--- src/rtl/img_pkg.sv ---
// Shared image constants and capture FSM state type for the binarised frame store.
package img_pkg;
  localparam int H_ACTIVE       = 640;
  localparam int V_ACTIVE       = 480;
  localparam int WORD_W         = 16;
  localparam int WORDS_PER_LINE = H_ACTIVE / WORD_W;
  localparam int FRAME_WORDS    = WORDS_PER_LINE * V_ACTIVE;

  typedef enum logic [1:0] {IDLE, ARM, CAPTURE, DONE} cap_state_t;
endpackage

--- src/rtl/bw_word_packer.sv ---
// Packs accepted pixels LSB-first into WORD_W-bit words. It also issues a registered
// one-cycle strobe on the cycle after a word's last pixel is accepted.
module bw_word_packer #(
  parameter int WORD_W = 16
) (
  input  logic              clk,
  input  logic              rst_n,
  input  logic              valid_i,
  input  logic              bit_i,
  input  logic              flush_i,
  output logic              word_valid_o,
  output logic [WORD_W-1:0] word_o
);
  localparam int CW = (WORD_W > 1) ? $clog2(WORD_W) : 1;

  logic [WORD_W-1:0] sr_q, sr_d, word_q, word_d, sr_base, sr_sh;
  logic [CW-1:0]     cnt_q, cnt_d, cnt_base;
  logic              wv_q, wv_d;

  // flush drops the partial word; a pixel in the same cycle becomes pixel 0
  always_comb begin
    sr_base  = flush_i ? '0 : sr_q;
    cnt_base = flush_i ? '0 : cnt_q;
    sr_sh    = {bit_i, sr_base[WORD_W-1:1]};
    sr_d     = sr_base;
    cnt_d    = cnt_base;
    wv_d     = 1'b0;
    word_d   = word_q;
    if (valid_i) begin
      if (cnt_base == CW'(WORD_W-1)) begin
        wv_d   = 1'b1;
        word_d = sr_sh;
        sr_d   = '0;
        cnt_d  = '0;
      end else begin
        sr_d  = sr_sh;
        cnt_d = cnt_base + 1'b1;
      end
    end
  end

  always_ff @(posedge clk or negedge rst_n) begin
    if (!rst_n) begin
      sr_q   <= '0;
      cnt_q  <= '0;
      wv_q   <= 1'b0;
      word_q <= '0;
    end else begin
      sr_q   <= sr_d;
      cnt_q  <= cnt_d;
      wv_q   <= wv_d;
      word_q <= word_d;
    end
  end

  assign word_valid_o = wv_q;
  assign word_o       = word_q;
endmodule

--- src/rtl/bw_frame_capture.sv ---
// Captures one binarised VGA frame from its origin into the 16-bit-word frame store.
// Define BW_CAPTURE_CONTINUOUS_EN to re-arm after every frame instead of returning to IDLE.
module bw_frame_capture #(
  parameter int H_ACTIVE = img_pkg::H_ACTIVE,
  parameter int V_ACTIVE = img_pkg::V_ACTIVE,
  parameter int WORD_W   = img_pkg::WORD_W,
  parameter int ADDR_W   = 15
) (
  input  logic              CLK,
  input  logic              RST,
  input  logic [10:0]       iVGA_X,
  input  logic [10:0]       iVGA_Y,
  input  logic              VGA_Read,
  input  logic              iBW,
  input  logic              iStart,
  output logic              oBusy,
  output logic              oDone,
  output logic              oErr,
  output logic              oWrEn,
  output logic [ADDR_W-1:0] oWrAddr,
  output logic [WORD_W-1:0] oWrData
);
  import img_pkg::*;

  localparam int FWORDS = (H_ACTIVE / WORD_W) * V_ACTIVE;

  cap_state_t        state_q, state_d;
  logic [10:0]       col_q, col_d, row_q, row_d;
  logic [ADDR_W-1:0] wcnt_q, wcnt_d;
  logic              err_q, err_d;
  logic              origin, final_wr, start_frame, px_acc, wr_en;
  logic [WORD_W-1:0] wr_word;

  assign origin   = VGA_Read && (iVGA_X == '0) && (iVGA_Y == '0);
  assign final_wr = (state_q == CAPTURE) && wr_en && (wcnt_q == ADDR_W'(FWORDS-1));
  // row reaching V_ACTIVE marks the frame's last pixel as taken; later pixels are ignored
  assign start_frame = origin && ((state_q == ARM) || ((state_q == CAPTURE) && !final_wr));
  assign px_acc      = start_frame ||
                       ((state_q == CAPTURE) && VGA_Read && (row_q != 11'(V_ACTIVE)));

  bw_word_packer #(.WORD_W(WORD_W)) u_pack (
    .clk          (CLK),
    .rst_n        (RST),
    .valid_i      (px_acc),
    .bit_i        (iBW),
    .flush_i      (start_frame),
    .word_valid_o (wr_en),
    .word_o       (wr_word)
  );

  always_comb begin
    state_d = state_q;
    col_d   = col_q;
    row_d   = row_q;
    wcnt_d  = wcnt_q;
    err_d   = err_q;
    if (wr_en) wcnt_d = wcnt_q + 1'b1;
    if (start_frame) begin
      col_d  = 11'd1;
      row_d  = '0;
      wcnt_d = '0;
    end else if (px_acc) begin
      if (col_q == 11'(H_ACTIVE-1)) begin
        col_d = '0;
        row_d = row_q + 1'b1;
      end else begin
        col_d = col_q + 1'b1;
      end
    end
    case (state_q)
      IDLE: if (iStart) begin
        err_d   = 1'b0;
        state_d = ARM;
      end
      ARM:  if (origin) state_d = CAPTURE;
      CAPTURE: begin
        if (final_wr)    state_d = DONE;
        else if (origin) err_d   = 1'b1;
      end
      DONE: begin
`ifdef BW_CAPTURE_CONTINUOUS_EN
        state_d = ARM;
`else
        state_d = IDLE;
`endif
      end
      default: state_d = IDLE;
    endcase
  end

  always_ff @(posedge CLK or negedge RST) begin
    if (!RST) begin
      state_q <= IDLE;
      col_q   <= '0;
      row_q   <= '0;
      wcnt_q  <= '0;
      err_q   <= 1'b0;
    end else begin
      state_q <= state_d;
      col_q   <= col_d;
      row_q   <= row_d;
      wcnt_q  <= wcnt_d;
      err_q   <= err_d;
    end
  end

  assign oBusy   = (state_q == ARM) || (state_q == CAPTURE);
  assign oDone   = (state_q == DONE);
  assign oErr    = err_q;
  assign oWrEn   = wr_en;
  assign oWrAddr = wcnt_q;
  assign oWrData = wr_word;
endmodule

--- config.mk ---
export PLATFORM = sky130hd
export DESIGN_NAME = bw_frame_capture
export DESIGN_NICKNAME = d
export VERILOG_FILES = /design/src/rtl/img_pkg.sv /design/src/rtl/bw_word_packer.sv /design/src/rtl/bw_frame_capture.sv
export SDC_FILE = /design/constraint.sdc
export NUM_CORES = 1
export LEC_CHECK = 0
export ABC_AREA = 0
export BUFFER_PORTS_ARGS = -buffer_cell sky130_fd_sc_hd__buf_4
export CORE_UTILIZATION = 49
export CTS_CLUSTER_DIAMETER = 50
export DETAILED_ROUTE_END_ITERATION = 8
export GPL_ROUTABILITY_DRIVEN = 1
export PLACE_DENSITY = 0.71
export RECOVER_POWER = 50
export SLEW_MARGIN = 0
export SYNTH_ARGS = -nofsm -noshare
export SYNTH_HDL_FRONTEND = slang
export SYNTH_SLANG_ARGS = --single-unit
--- constraint.sdc ---
create_clock -name CLK -period 4.1 [get_ports CLK]
set_clock_uncertainty 0.2 [all_clocks]
set_input_delay 0.82 -clock CLK [delete_from_list [all_inputs] [get_ports CLK]]
set_output_delay 0.82 -clock CLK [all_outputs]
set_load 0.03 [all_outputs]
* Word level (Yosys, flattened, before mapping) *
Index checks and enable logic that the tools add are counted.

storage, ports and cells
  register bits after elaboration = 76
  input port bits = 27
  logic and storage cells = 72

operators by class
  add/subtract/negate cells = 4
  equal/unequal tests = 12
  mux-type cells = 24
  reductions and logical operators = 23

operators with widths
  operator                                                            count
  11-bit 2-to-1 mux                                                   6
  16-bit 2-to-1 mux                                                   3
  15-bit 2-to-1 mux                                                   2
  11-bit by 1-bit adder with 11-bit output (second input constant)    2
  11-bit logical NOT                                                  2
  15-bit by 1-bit adder with 15-bit output (second input constant)    1
  15-bit == test (second input constant)                              1
  4-bit 2-to-1 mux                                                    3
  11-bit by 10-bit == test with 1-bit output (second input constant)  1
  11-bit by 9-bit != test with 1-bit output (second input constant)   1
  2-bit != test (second input constant)                               5
  1-bit logical AND                                                   8
  2-bit case mux with 4 select lines                                  1
  2-bit nonzero test                                                  4
  2-bit 2-to-1 mux                                                    3
  1-bit 2-to-1 mux                                                    5
  4-bit by 1-bit adder with 4-bit output (second input constant)      1
  2-bit == test (second input constant)                               2
  4-bit == test (second input constant)                               1
  2-bit AND reduction                                                 2
  4-bit AND reduction                                                 1
  1-bit logical OR                                                    3
  3-bit AND reduction                                                 1
  2-bit by 1-bit == test with 1-bit output (second input constant)    1
  3 further kinds                                                     3

* Depth between registers and ports, before layout *
Gate-level depths: netlist of run 1.

  depth in word-level cells = 11
  depth in mapped cells = 12
  gate-level depth less buffers = 11

* Modules after synthesis *
A second synthesis of run 1 with hierarchy kept.

second synthesis, totals
  cell total of the unflattened synthesis = 359
  area total of the unflattened synthesis = 3,722.3 µm²

by module, submodules not included
  module            instances  cells each  area each (µm²)  seq. area each (µm²)
  bw_frame_capture  1          232         2,267.2          1,001.0
  bw_word_packer    1          127         1,455.1          900.9

* Least setup slack after synthesis of run 1 *
OpenSTA, ideal clock, no wires.

  path type = input to register
  start = input iVGA_X[8]
  end = register u_pack.word_q[10] (netlist: u_pack.word_o[10])
  setup time = 125 ps
  arrival time = 3,057 ps
  required time = 3,775 ps
  path slack = 718 ps
  stages on the path = 10
  path buffers = 2
  cells stage by stage = nor4b_1 -> nand2_1 -> a2111oi_4 -> clkbuf_1 -> nor2b_1 -> ha_1 -> nand3_1 -> nor3_4 -> buf_8 -> mux2_4

between the ends
  word-level cells in the longest chain between the ends = 7
  elaborated cells on any way between the ends = 9

ends and longest elaborated chain
  element                              RTL line                text
  start, declared                      bw_frame_capture.sv:11  input logic [10:0] iVGA_X,
  11-bit logical NOT (*)               bw_frame_capture.sv:34  assign origin = VGA_Read && (iVGA_X == '0) && (iVGA_Y == '0);
  1-bit logical AND (*) (2 in series)  bw_frame_capture.sv:34
  1-bit logical AND (*)                bw_frame_capture.sv:37  assign start_frame = origin && ((state_q == ARM) || ((state_q == CAPTURE) && !final_wr));
  4-bit 2-to-1 mux                     bw_word_packer.sv:23    cnt_base = flush_i ? '0 : cnt_q;
  4-bit == test                        bw_word_packer.sv:30    if (cnt_base == CW'(WORD_W-1)) begin
  2-bit AND reduction (no line)        --
  end signal, assigned                 bw_word_packer.sv:52    word_q <= word_d;
  end, declared                        bw_word_packer.sv:16    logic [WORD_W-1:0] sr_q, sr_d, word_q, word_d, sr_base, sr_sh;

Mark *: on every way between the ends. The rest lies on a longest branch, timed or not. The select of a mux whose other input is x is not followed.
A chain may end at the register's enable or synchronous reset.

* Worst setup path after layout of run 1 *
  start = register wcnt_q[0] (netlist: oWrAddr[0])
  end = register u_pack.word_q[2] (netlist: u_pack.word_o[2])

between the ends
  word-level cells in the longest chain between the ends = 9
  elaborated cells on any way between the ends = 11

ends and longest elaborated chain
  element                        RTL line                 text
  start, declared                bw_frame_capture.sv:29   logic [ADDR_W-1:0] wcnt_q, wcnt_d;
  start signal, assigned         bw_frame_capture.sv:102  wcnt_q <= wcnt_d;
  15-bit == test (*)             bw_frame_capture.sv:35   assign final_wr = (state_q == CAPTURE) && wr_en && (wcnt_q == ADDR_W'(FWORDS-1));
  1-bit logical AND (*)          bw_frame_capture.sv:35
  1-bit logical NOT (*)          bw_frame_capture.sv:37
  1-bit logical AND (*)          bw_frame_capture.sv:37
  1-bit logical OR (*)           bw_frame_capture.sv:37
  1-bit logical AND (*)          bw_frame_capture.sv:37
  4-bit 2-to-1 mux               bw_word_packer.sv:23
  4-bit == test                  bw_word_packer.sv:30
  2-bit AND reduction (no line)  --

Marked as above.

==> results.py, run 1 <==
metrics = {
    "power_and_ir_drop": {
        "power_density_nw_per_um2": 443,
        "ir_worst_vdd_v": 0.000230,
        "leakage_nw": 1.91,
        "power_w": 0.00194,
    },
    "logic_synthesis": {
        "synth_enable_flop_cells": 0,
        "synth_top_area_share_pct": 50.9,
        "async_reset_ff_share_pct": 100,
        "yosys.cell_count.top_type": "dfrtp_1",
        "syn_inst": 354,
        "ys_top_cells_by_area": "dfrtp_1 51%, nor2_1 4.0%, mux2_4 3.6%",
        "syn_nets": 391,
        "yosys-top-cells-count": "76 x dfrtp_1, 40 x nor2_1, 33 x nand2_1",
        "ys_seq_elements": 76,
        "ys_types": 47,
        "ys_seq_area_share_pct": 50.9,
        "syn_area_per_cell_sq_um": 10.5,
        "synth_area_leader_cell": "dfrtp_1",
        "syn_area_sq_um": 3730,
        "yosys_warnings": 0,
        "synth_ff_type": "dfrtp_1",
    },
    "clocking": {
        "hold_buffers": 0,
        "cts_setup_buffers": 0,
        "clk_pin_slew_ns": 0.10,
        "h-tree-depth": 3,
        "clock-sinks": 76,
        "cts_resized": 0,
        "clock_path_buffers": 2,
        "cts_buffers": 9,
        "clock-root-buffer": "clkbuf_8",
        "cts_tree": "yes",
        "insertion_delay_ns": 0.36,
    },
    "sta": {
        "timing.final.crit_share_pct": 85.1,
        "fin_tns_setup_ns": 0,
        "hold_ws_ns": 0.315,
        "period_needed_ns": 3.49,
        "fmax_mhz": 286,
        "tightest_slew_ns": 1.86,
        "drv_slew": 77,
        "setup_viol_count_final": 0,
        "max-slew-margin-rel_pct": -24.2,
        "hold_viol": 0,
        "rsz0062_at_grt": "no",
    },
    "die": {
        "initial_core_util_pct": 51.2,
        "chipWidth_microns": 89.3,
        "io_pins": 62,
        "rows": 31,
        "dieArea_sq_um": 7970,
        "core_area_sq_um": 7290,
        "die_h_microns": 89.3,
    },
    "global_route": {
        "grtUsageTotal_pct": 20.6,
        "antenna_found_initial": 0,
        "grt_pass1_wl_microns": 12600,
        "grt_start_max_net_pins": 77,
        "grt_pass1_vias": 2754,
        "grt_overflow_total": 0,
    },
    "worst_hold_path": {
        "hold_start": "u_pack.sr_q[1]",
        "hp-class": "reg2reg",
        "whs_path_depth": 1,
        "min_to": "u_pack.word_o[0]",
    },
    "worst_setup_path": {
        "r2r_cells": 9,
        "r2r_start": "oWrAddr[0]",
        "crit-reg2reg-capture": "u_pack.word_o[2]",
        "cp_data_required_time_ns": 4.13,
        "endpoint_kind": "register",
        "worstPathArrival_ns": 3.53,
        "critical_path_class": "reg2reg",
        "worst-path-max-fanout": 17,
        "r2r_slack_ns": 0.61,
        "start_kind": "register",
    },
    "placement": {
        "gp_congestion": 0.751,
        "dpl.hpwl_microns": 4810,
        "io_buffers": 61,
        "post_dp_cell_area_sq_um": 4270,
    },
    "route": {
        "wl_per_cell_microns": 13.9,
        "firstDrtPassIters": 4,
        "num_vias": 2804,
        "drcViolationCount": 0,
        "final_antenna_net_count": 0,
        "wl_microns": 7250,
        "first_iter_violations": 137,
        "vias_per_cell": 5.39,
    },
    "layout": {
        "postLayoutCellArea_sq_um": 4390,
        "drive_gt1_share_pct": 21.1,
        "areaGrowthSynthToFinish_pct": 17.5,
        "diodes": 0,
        "final_nets": 453,
    },
    "job": {
        "max-cap-violations": 1,
    },
    "status": {
        "status": "finished, violations left",
        "violations": "max-capacitance violations, max-slew violations",
    },
}
## layer usage
layer,share of wire [%],GRT usage (%)
met1,47,26.4
met2,49,33.5
met3,2.8,4.80
met4,1.4,8.95
met5,0,0
## sequential cells by signal, summed over array words and instances, names as in the netlist
name and flops:
col_q 11, oErr 1, oWrAddr 15, row_q 11
state_q 2, u_pack.cnt_q 4, u_pack.sr_q 15, u_pack.word_o 16
u_pack.word_valid_o 1
## per-stage QoR
step / util, % / setup slack [ns] / cells
floorplan: - / 0.718 / 354
global placement: 58.5 / 0.765 / 504
detailed placement: 58.5 / 0.653 / 504
CTS: 61.1 / 0.792 / 520
global route: 60.2 / 0.335 / 520
finish: 60.2 / 0.609 / 520
## placed cells by master (no fill, tap or decap), drive strengths merged, types with 3 or more instances in the layout
master  count
dfrtp      76
buf        49
nor2       41
nand2      33
nand3      27
clkbuf     26
a21oi      25
mux2       18
xor2       15
nand4      14
xnor2      12
ha         10
nor3        9
inv         9
nor4        7
and3        6
o21ai       4
or3         4
and2        4
clkinv      3
## worst max-delay path: stages (launching register included)
cell and delay, ns:
dfrtp_1 0.42, ha_1 0.19, nand4_1 0.16, nor2_1 0.49, a2111oi_4 0.24, nor2b_1 0.17, ha_1 0.22, nand3_1 0.15
nor3_4 0.72, mux2_2 0.42
## report_power, final
part | total (W) | switching [W] | internal, W | leakage, nW
sequential | 0.000925 | 0.0000865 | 0.000839 | 0.964
combinational | 0.000469 | 0.000266 | 0.000204 | 0.848
clock | 0.000548 | 0.000315 | 0.000233 | 0.0936
## cell families after synthesis
family                     count (synthesis)  share of synthesized area, %
AOI/OAI and AO/OA                         44                          8.45
xor gates and xnor gates                  27                          6.33
adders and majority gates                 10                          3.35
buffers and inverters                     21                          2.95
DFF                                       76                          50.9
muxes                                     20                          6.87
and+or+nand+nor                          156                          21.1
## layout make-up
class / count / area [sq um]
multi-input cells: 257 / 1710
flip-flops and latches: 76 / 1900
repair buffers: 66 / 433
clock inverters: 7 / 67.6
fillers: 646 / 2910
inverters: 6 / 22.5
clock buffers: 9 / 124
well taps: 99 / 124
## worst max path at each step
stage,from,end,cells past startpoint
after floorplan,iVGA_X[8],u_pack.word_o[10],10
after global placement,iVGA_X[8],u_pack.word_o[7],9
after detailed placement,iVGA_Y[8],u_pack.word_o[7],9
after CTS,oWrAddr[8],u_pack.word_o[2],8
after global routing,oWrAddr[0],u_pack.word_o[2],9
final,oWrAddr[0],u_pack.word_o[2],9
Note: power is estimated with default switching activity, not from simulation.
==> inputs of run 2 (changes only) <==
--- a/config.mk
+++ b/config.mk
@@ -6,5 +6,5 @@
 export NUM_CORES = 1
 export LEC_CHECK = 0
-export ABC_AREA = 0
+export ABC_AREA = 1
 export BUFFER_PORTS_ARGS = -buffer_cell sky130_fd_sc_hd__buf_4
 export CORE_UTILIZATION = 49
@@ -12,5 +12,5 @@
 export DETAILED_ROUTE_END_ITERATION = 8
 export GPL_ROUTABILITY_DRIVEN = 1
-export PLACE_DENSITY = 0.71
+export PLACE_DENSITY = 0.7
 export RECOVER_POWER = 50
 export SLEW_MARGIN = 0
==> constraint.sdc (replaced) <==
create_clock -name CLK -period 4.1 [get_ports CLK]
set_clock_uncertainty 0.2 [all_clocks]
set_input_delay 1.23 -clock CLK [delete_from_list [all_inputs] [get_ports CLK]]
set_output_delay 1.23 -clock CLK [all_outputs]
set_load 0.03 [all_outputs]
==> run 2 against run 1 <==
The run still ends with max-capacitance violations, max-slew violations left. Critical endpoint unchanged. Sequential cell count is the same. Synthesized area up 10%. Largest cell class unchanged. Combinational power grew 40%.
==> results.py, run 2 <==
metrics = {
    "clocking": {
        "cts_setup_buffers": 0,
        "clock-root-buffer": "clkbuf_8",
        "clock-sinks": 76,
        "cts_buffers": 9,
        "clk_pin_slew_ns": 0.08,
        "insertion_delay_ns": 0.35,
        "cts_resized": 0,
        "hold_buffers": 0,
        "cts_tree": "yes",
        "h-tree-depth": 3,
        "clock_path_buffers": 2,
    },
    "worst_setup_path": {
        "crit_top_cell": "nand2_1",
        "cp.depth": 16,
        "r2r_cells": 16,
        "path_cells": "buf_4 -> nor2_1 -> nand2_1 -> nor2_1 -> nand2_1 -> nor2_1 -> nand2_4 -> inv_2 -> nor2_1 -> ha_1 -> nand2_1 -> inv_1 -> nand3_4 -> nor2_4 -> nand2_1 -> nand2_1",
        "cp_data_required_time_ns": 4.15,
        "cp-startpoint": "iVGA_Y[5]",
        "worstPathArrival_ns": 3.35,
        "max_stage_delay_ns": 0.26,
        "crit_end": "u_pack.word_o[2]",
        "worst-path-max-fanout": 22,
        "start_kind": "primary input",
        "r2r_start": "oWrAddr[0]",
        "slowest_stage": "nor2_1",
        "worst-path-buf-inv": 3,
        "crit-reg2reg-capture": "u_pack.word_o[2]",
        "critical_path.top_delay_family": "simple AND/OR/NAND/NOR gates",
        "r2r_slack_ns": 0.84,
        "critical_path_class": "in2reg",
        "endpoint_kind": "register",
    },
    "layout": {
        "final_common_cell": "nand2_1",
        "mostFrequentLayoutCells": "151 x nand2_1, 76 x dfrtp_1, 70 x nor2_1",
        "areaGrowthSynthToFinish_pct": 15.9,
        "diodes": 0,
        "drive_gt1_share_pct": 13.2,
        "largest_register_ffs": 16,
        "fin_util_pct": 58.3,
        "final_nets": 632,
        "final_cells": 704,
    },
    "logic_synthesis": {
        "synth_ff_type": "dfrtp_1",
        "ys_types": 30,
        "ys_top_cells_by_area": "dfrtp_1 46%, nand2_1 14%, nor2_1 6.4%",
        "yosys_warnings": 0,
        "async_reset_ff_share_pct": 100,
        "ys_seq_area_share_pct": 46.3,
        "yosys-top-cells-count": "151 x nand2_1, 76 x dfrtp_1, 70 x nor2_1",
        "synth_enable_flop_cells": 0,
        "syn_nets": 572,
        "syn_inst": 535,
        "ys_seq_elements": 76,
        "syn_area_per_cell_sq_um": 7.68,
        "synth_top_area_share_pct": 46.3,
        "yosys.cell_count.top_type": "nand2_1",
        "syn_area_sq_um": 4110,
        "synth_area_leader_cell": "dfrtp_1",
    },
    "sta": {
        "setup_slack_ns": 0.798,
        "setup_viol_count_final": 0,
        "timing.final.crit_share_pct": 80.5,
        "hold_viol": 0,
        "fin_tns_setup_ns": 0,
        "rsz0062_at_grt": "no",
        "fmax_mhz": 303,
        "max-slew-margin-rel_pct": -24.0,
        "period_needed_ns": 3.30,
        "drv_slew": 77,
        "tightest_slew_ns": 1.86,
    },
    "global_route": {
        "grtUsageTotal_pct": 21.7,
        "grt_pass1_wl_microns": 15100,
        "antenna_found_initial": 0,
        "grt_overflow_total": 0,
        "grt_pass1_vias": 3497,
        "grt_start_max_net_pins": 77,
    },
    "die": {
        "chipWidth_microns": 93.6,
        "dieArea_sq_um": 8760,
        "io_pins": 62,
        "die_h_microns": 93.6,
        "initial_core_util_pct": 50.3,
        "core_area_sq_um": 8180,
        "rows": 33,
    },
    "placement": {
        "place_ws_ns": 0.423,
        "dp.cells": 689,
        "gp_congestion": 0.837,
        "dpl.hpwl_microns": 6040,
        "io_buffers": 61,
    },
    "power_and_ir_drop": {
        "power_density_nw_per_um2": 473,
        "p_sw_w": 0.000841,
        "leakage_nw": 2.44,
        "power_w": 0.00225,
        "p_seq_share_pct": 45.8,
        "p_int_w": 0.00141,
        "clkPwrFrac_pct": 25.2,
        "netSwitchingFraction_pct": 37.3,
        "ir_worst_vdd_v": 0.000267,
        "combPwrFrac_pct": 29.1,
    },
    "job": {
        "max-cap-violations": 1,
    },
    "route": {
        "drcViolationCount": 0,
        "vias_per_cell": 5.04,
        "num_vias": 3545,
        "wl_microns": 8610,
        "final_antenna_net_count": 0,
        "first_iter_violations": 173,
        "wl_per_cell_microns": 12.2,
        "firstDrtPassIters": 5,
    },
    "worst_hold_path": {
        "hp-class": "reg2reg",
    },
    "status": {
        "status": "finished, violations left",
        "violations": "max-capacitance violations, max-slew violations",
    },
}
## run 2: cell count changes in the layout (fill, tap and decap cells not counted), moves of 10 or more
| cell | previous run | this run |
|---|---|---|
| inv_1 | 6 | 58 |
| nor2_1 | 41 | 70 |
| nand3_1 | 27 | 45 |
| o21ai_1 | 0 | 10 |
| nand2_1 | 33 | 151 |
| a21oi_1 | 25 | 8 |
| nor3_1 | 8 | 22 |
| o21ai_0 | 4 | 19 |
## run 2: layout make-up
class,count,area [sq um]
Clock buffer,9,124
Tap cell,105,131
Sequential cell,76,1900
Multi-Input combinational cell,383,1890
Inverter,61,229
Timing Repair Buffer,64,425
Clock inverter,6,65.1
Fill cell,758,3410
## run 2: cells by family after synthesis
group | after synthesis | synth area share [%]
AOI/OAI and AO/OA | 40 | 5.09
buffers and inverters | 76 | 7.80
DFF | 76 | 46.3
adders and majority gates | 10 | 3.05
and+or+nand+nor | 314 | 33.7
xor gates and xnor gates | 19 | 4.05
## run 2: tightest hold or removal path, delay by kind of cell (launching register included)
kind / cells / cell delay [ns]
DFF: 1 / 0.35
and+or+nand+nor: 2 / 0.10
## run 2: power by group through the flow
stage          Clock (W)  Sequential (W)  Combinational, W
2_1_floorplan          0         0.00118          0.000325
3_3_place_gp           0         0.00104          0.000688
3_5_place_dp           0         0.00104          0.000703
4_1_cts         0.000584         0.00103          0.000704
5_1_grt         0.000613         0.00105          0.000738
6_report        0.000567         0.00103          0.000655
## run 2: stage by stage
| step | instance area, sq um | hold slack, ns |
|---|---|---|
| floorplan | 4110 | 0.275 |
| global placement | 4630 | 0.266 |
| CTS | 4820 | 0.289 |
| global route | 4760 | 0.313 |
| detailed placement | 4630 | 0.267 |
| finish | 4760 | 0.282 |
## run 2: how the worst min path moves through the flow
| stage | startpoint | end | slack (ns) | cells past startpoint |
|---|---|---|---|---|
| global placement | u_pack.word_o[14] | u_pack.word_o[14] | 0.27 | 2 |
| CTS | u_pack.word_o[3] | u_pack.word_o[3] | 0.29 | 2 |
| global route | u_pack.word_o[13] | u_pack.word_o[13] | 0.31 | 2 |
| floorplan | col_q[9] | col_q[9] | 0.27 | 2 |
| finish | u_pack.word_o[3] | u_pack.word_o[3] | 0.28 | 2 |
| detailed placement | u_pack.word_o[3] | u_pack.word_o[3] | 0.27 | 2 |
## run 2: layer usage
metal | up-vias | wire [microns] | track usage [%]
li1 | 1817 | - | -
met1 | 1649 | 3930 | 27.1
met2 | 66 | 4220 | 36.2
met3 | 13 | 327 | 4.72
met4 | 0 | 143 | 9.49
met5 | - | 0 | 0
==> inputs of run 3 (changes only) <==
Clock period 4.1 ns to 3.25 ns, I/O delays scaled along.
==> run 3 against run 2 <==
The flow now finishes without violations. Final cell count rose by 0.57%. Setup slack worse by 0.46 ns. Combinational power grew 29%. Hold slack better by 0.0011 ns. First-iteration DRC count decreased by 1.7%. Critical endpoint unchanged. Highest routed layer unchanged.
==> results.py, run 3 (synthesized netlist as in run 2, its figures left out) <==
metrics = {
    "layout": {
        "diodes": 0,
        "drive_gt1_share_pct": 13.8,
        "multiInputGateArea_sq_um": 1890,
        "mostFrequentLayoutCells": "151 x nand2_1, 76 x dfrtp_1, 70 x nor2_1",
        "largest_register_ffs": 16,
        "regArea_sq_um": 1900,
        "final_nets": 635,
        "fillCellCount": 764,
        "areaGrowthSynthToFinish_pct": 16.4,
        "final_common_cell": "nand2_1",
    },
    "sta": {
        "fmax_mhz": 344,
        "period_needed_ns": 2.91,
        "fin_tns_setup_ns": 0,
        "hold_viol": 0,
        "setup_slack_ns": 0.342,
        "drv_slew": 0,
        "setup_viol_count_final": 0,
        "rsz0062_at_grt": "no",
        "timing.final.crit_share_pct": 89.5,
        "tightest_slew_ns": 1.07,
        "max-slew-margin-rel_pct": 28.8,
    },
    "power_and_ir_drop": {
        "leakage_nw": 2.44,
        "p_sw_w": 0.00106,
        "combPwrFrac_pct": 30.3,
        "clkPwrFrac_pct": 23.2,
        "power_density_nw_per_um2": 581,
        "p_seq_share_pct": 46.4,
        "netSwitchingFraction_pct": 38.3,
        "p_int_w": 0.00171,
        "ir_worst_vdd_v": 0.000359,
    },
    "placement": {
        "dpl.hpwl_microns": 6230,
        "gp_congestion": 0.872,
        "place_ws_ns": 0.0734,
        "io_buffers": 61,
    },
    "worst_setup_path": {
        "critical_path_class": "reg2reg",
        "crit_top_cell": "nand2_1",
        "endpoint_kind": "register",
        "start_kind": "register",
        "worst-path-max-fanout": 17,
        "worstPathArrival_ns": 3.00,
        "path_cells": "ha_1 -> nand4_2 -> nor2_2 -> nand2_1 -> nand2_2 -> nand2_4 -> nand2_4 -> inv_2 -> nor2_1 -> ha_1 -> nand2_1 -> inv_1 -> nand3_4 -> nor2_4 -> buf_12 -> nand2_1 -> nand2_1",
        "max_stage_delay_ns": 0.40,
        "cp_data_required_time_ns": 3.34,
        "slowest_stage": "dfrtp_1",
    },
    "clocking": {
        "cts_tree": "yes",
        "clock_path_buffers": 2,
        "cts_buffers": 9,
        "h-tree-depth": 3,
        "clock-sinks": 76,
        "clk_pin_slew_ns": 0.08,
        "insertion_delay_ns": 0.36,
        "clock-root-buffer": "clkbuf_8",
    },
    "route": {
        "firstDrtPassIters": 7,
        "top_layer_used": "met4",
        "drcViolationCount": 0,
        "final_antenna_net_count": 0,
        "vias_per_cell": 4.95,
        "dr_wl_met2_microns": 4180,
        "routed-wl-met3_microns": 328,
        "wl_per_cell_microns": 12.1,
        "first_iter_violations": 170,
        "wl_microns": 8570,
        "num_vias": 3508,
        "drt-met1-wl_microns": 4030,
    },
    "die": {
        "core_area_sq_um": 8180,
        "die_h_microns": 93.6,
        "rows": 33,
        "initial_core_util_pct": 50.3,
        "dieArea_sq_um": 8760,
        "chipWidth_microns": 93.6,
        "io_pins": 62,
    },
    "global_route": {
        "antenna_found_initial": 0,
        "grt_pass1_vias": 3322,
        "grt_start_max_net_pins": 44,
        "grt_overflow_total": 0,
        "grt_pass1_wl_microns": 14700,
        "grtUsageTotal_pct": 21.6,
    },
    "job": {
        "max-cap-violations": 0,
    },
    "status": {
        "status": "finished, final reports clean",
    },
    "worst_hold_path": {
        "hp-class": "reg2reg",
    },
}
## run 3: cell count changes in the layout (fill, tap and decap cells not counted)
cell        previous run  this run
clkinv_4               1         0
bufinv_16              1         0
clkinvlp_4             1         3
inv_6                  1         2
clkbuf_2               1         2
buf_12                 0         1
buf_4                 48        49
## run 3: stage by stage
stage	instance area (sq um)	hold WS (ns)	total power, W	utilization, %	std cells
global route	4780	0.306	0.00298	58.5	708
floorplan	4110	0.275	0.00190	-	535
finish	4780	0.283	0.00278	58.5	708
detailed placement	4660	0.269	0.00221	57.0	691
CTS	4830	0.291	0.00286	59.1	707
global placement	4660	0.267	0.00218	57.0	691
## run 3: critical path, delay by kind of cell (launching register included)
| kind | cells | cell delay (ns) |
|---|---|---|
| and+or+nand+nor | 12 | 1.43 |
| adders and majority gates | 2 | 0.48 |
| buffers and inverters | 3 | 0.34 |
| DFF | 1 | 0.40 |
## run 3: final timing paths
| path | startpoint | slack (ns) | depth (start not counted) | endpoint |
|---|---|---|---|---|
| worst max register to register | oWrAddr[1] | 0.34 | 17 | u_pack.word_o[2] |
| worst max-delay path | oWrAddr[1] | 0.34 | 17 | u_pack.word_o[2] |
| max in group asynchronous | RST | 0.85 | 2 | u_pack.word_valid_o |
| min in group asynchronous | RST | 0.60 | 1 | oWrAddr[4] |
| worst min register to register | u_pack.word_o[14] | 0.28 | 2 | u_pack.word_o[14] |
| worst min-delay path | u_pack.word_o[14] | 0.28 | 2 | u_pack.word_o[14] |
## run 3: cell type report
class,count,area share (%)
clock buffers,9,2.59
clock inverters,7,1.05
inverters,61,4.79
multi-input cells,383,39.5
flip-flops and latches,76,39.8
well taps,105,2.75
repair buffers,67,9.58
## run 3: power groups by stage
stage	combinational, W	sequential (W)	clock [W]
after floorplan	0.000410	0.00149	0
after global placement	0.000880	0.00130	0
after detailed placement	0.000895	0.00131	0
after CTS	0.000899	0.00129	0.000666
after global routing	0.000945	0.00132	0.000715
final	0.000842	0.00129	0.000645
## run 3: timing repair
item | CTS | global route
hold buffers | 0 | 0
buffers inserted | 0 | 1
gates resized for setup | 0 | 0
endpoints found under the setup margin | 0 | 16
## run 3: routing by layer
layer	vias up	global-route usage, %
li1	1817	-
met1	1638	27.5
met2	51	36.2
met3	2	4.80
met4	0	7.18
met5	-	0
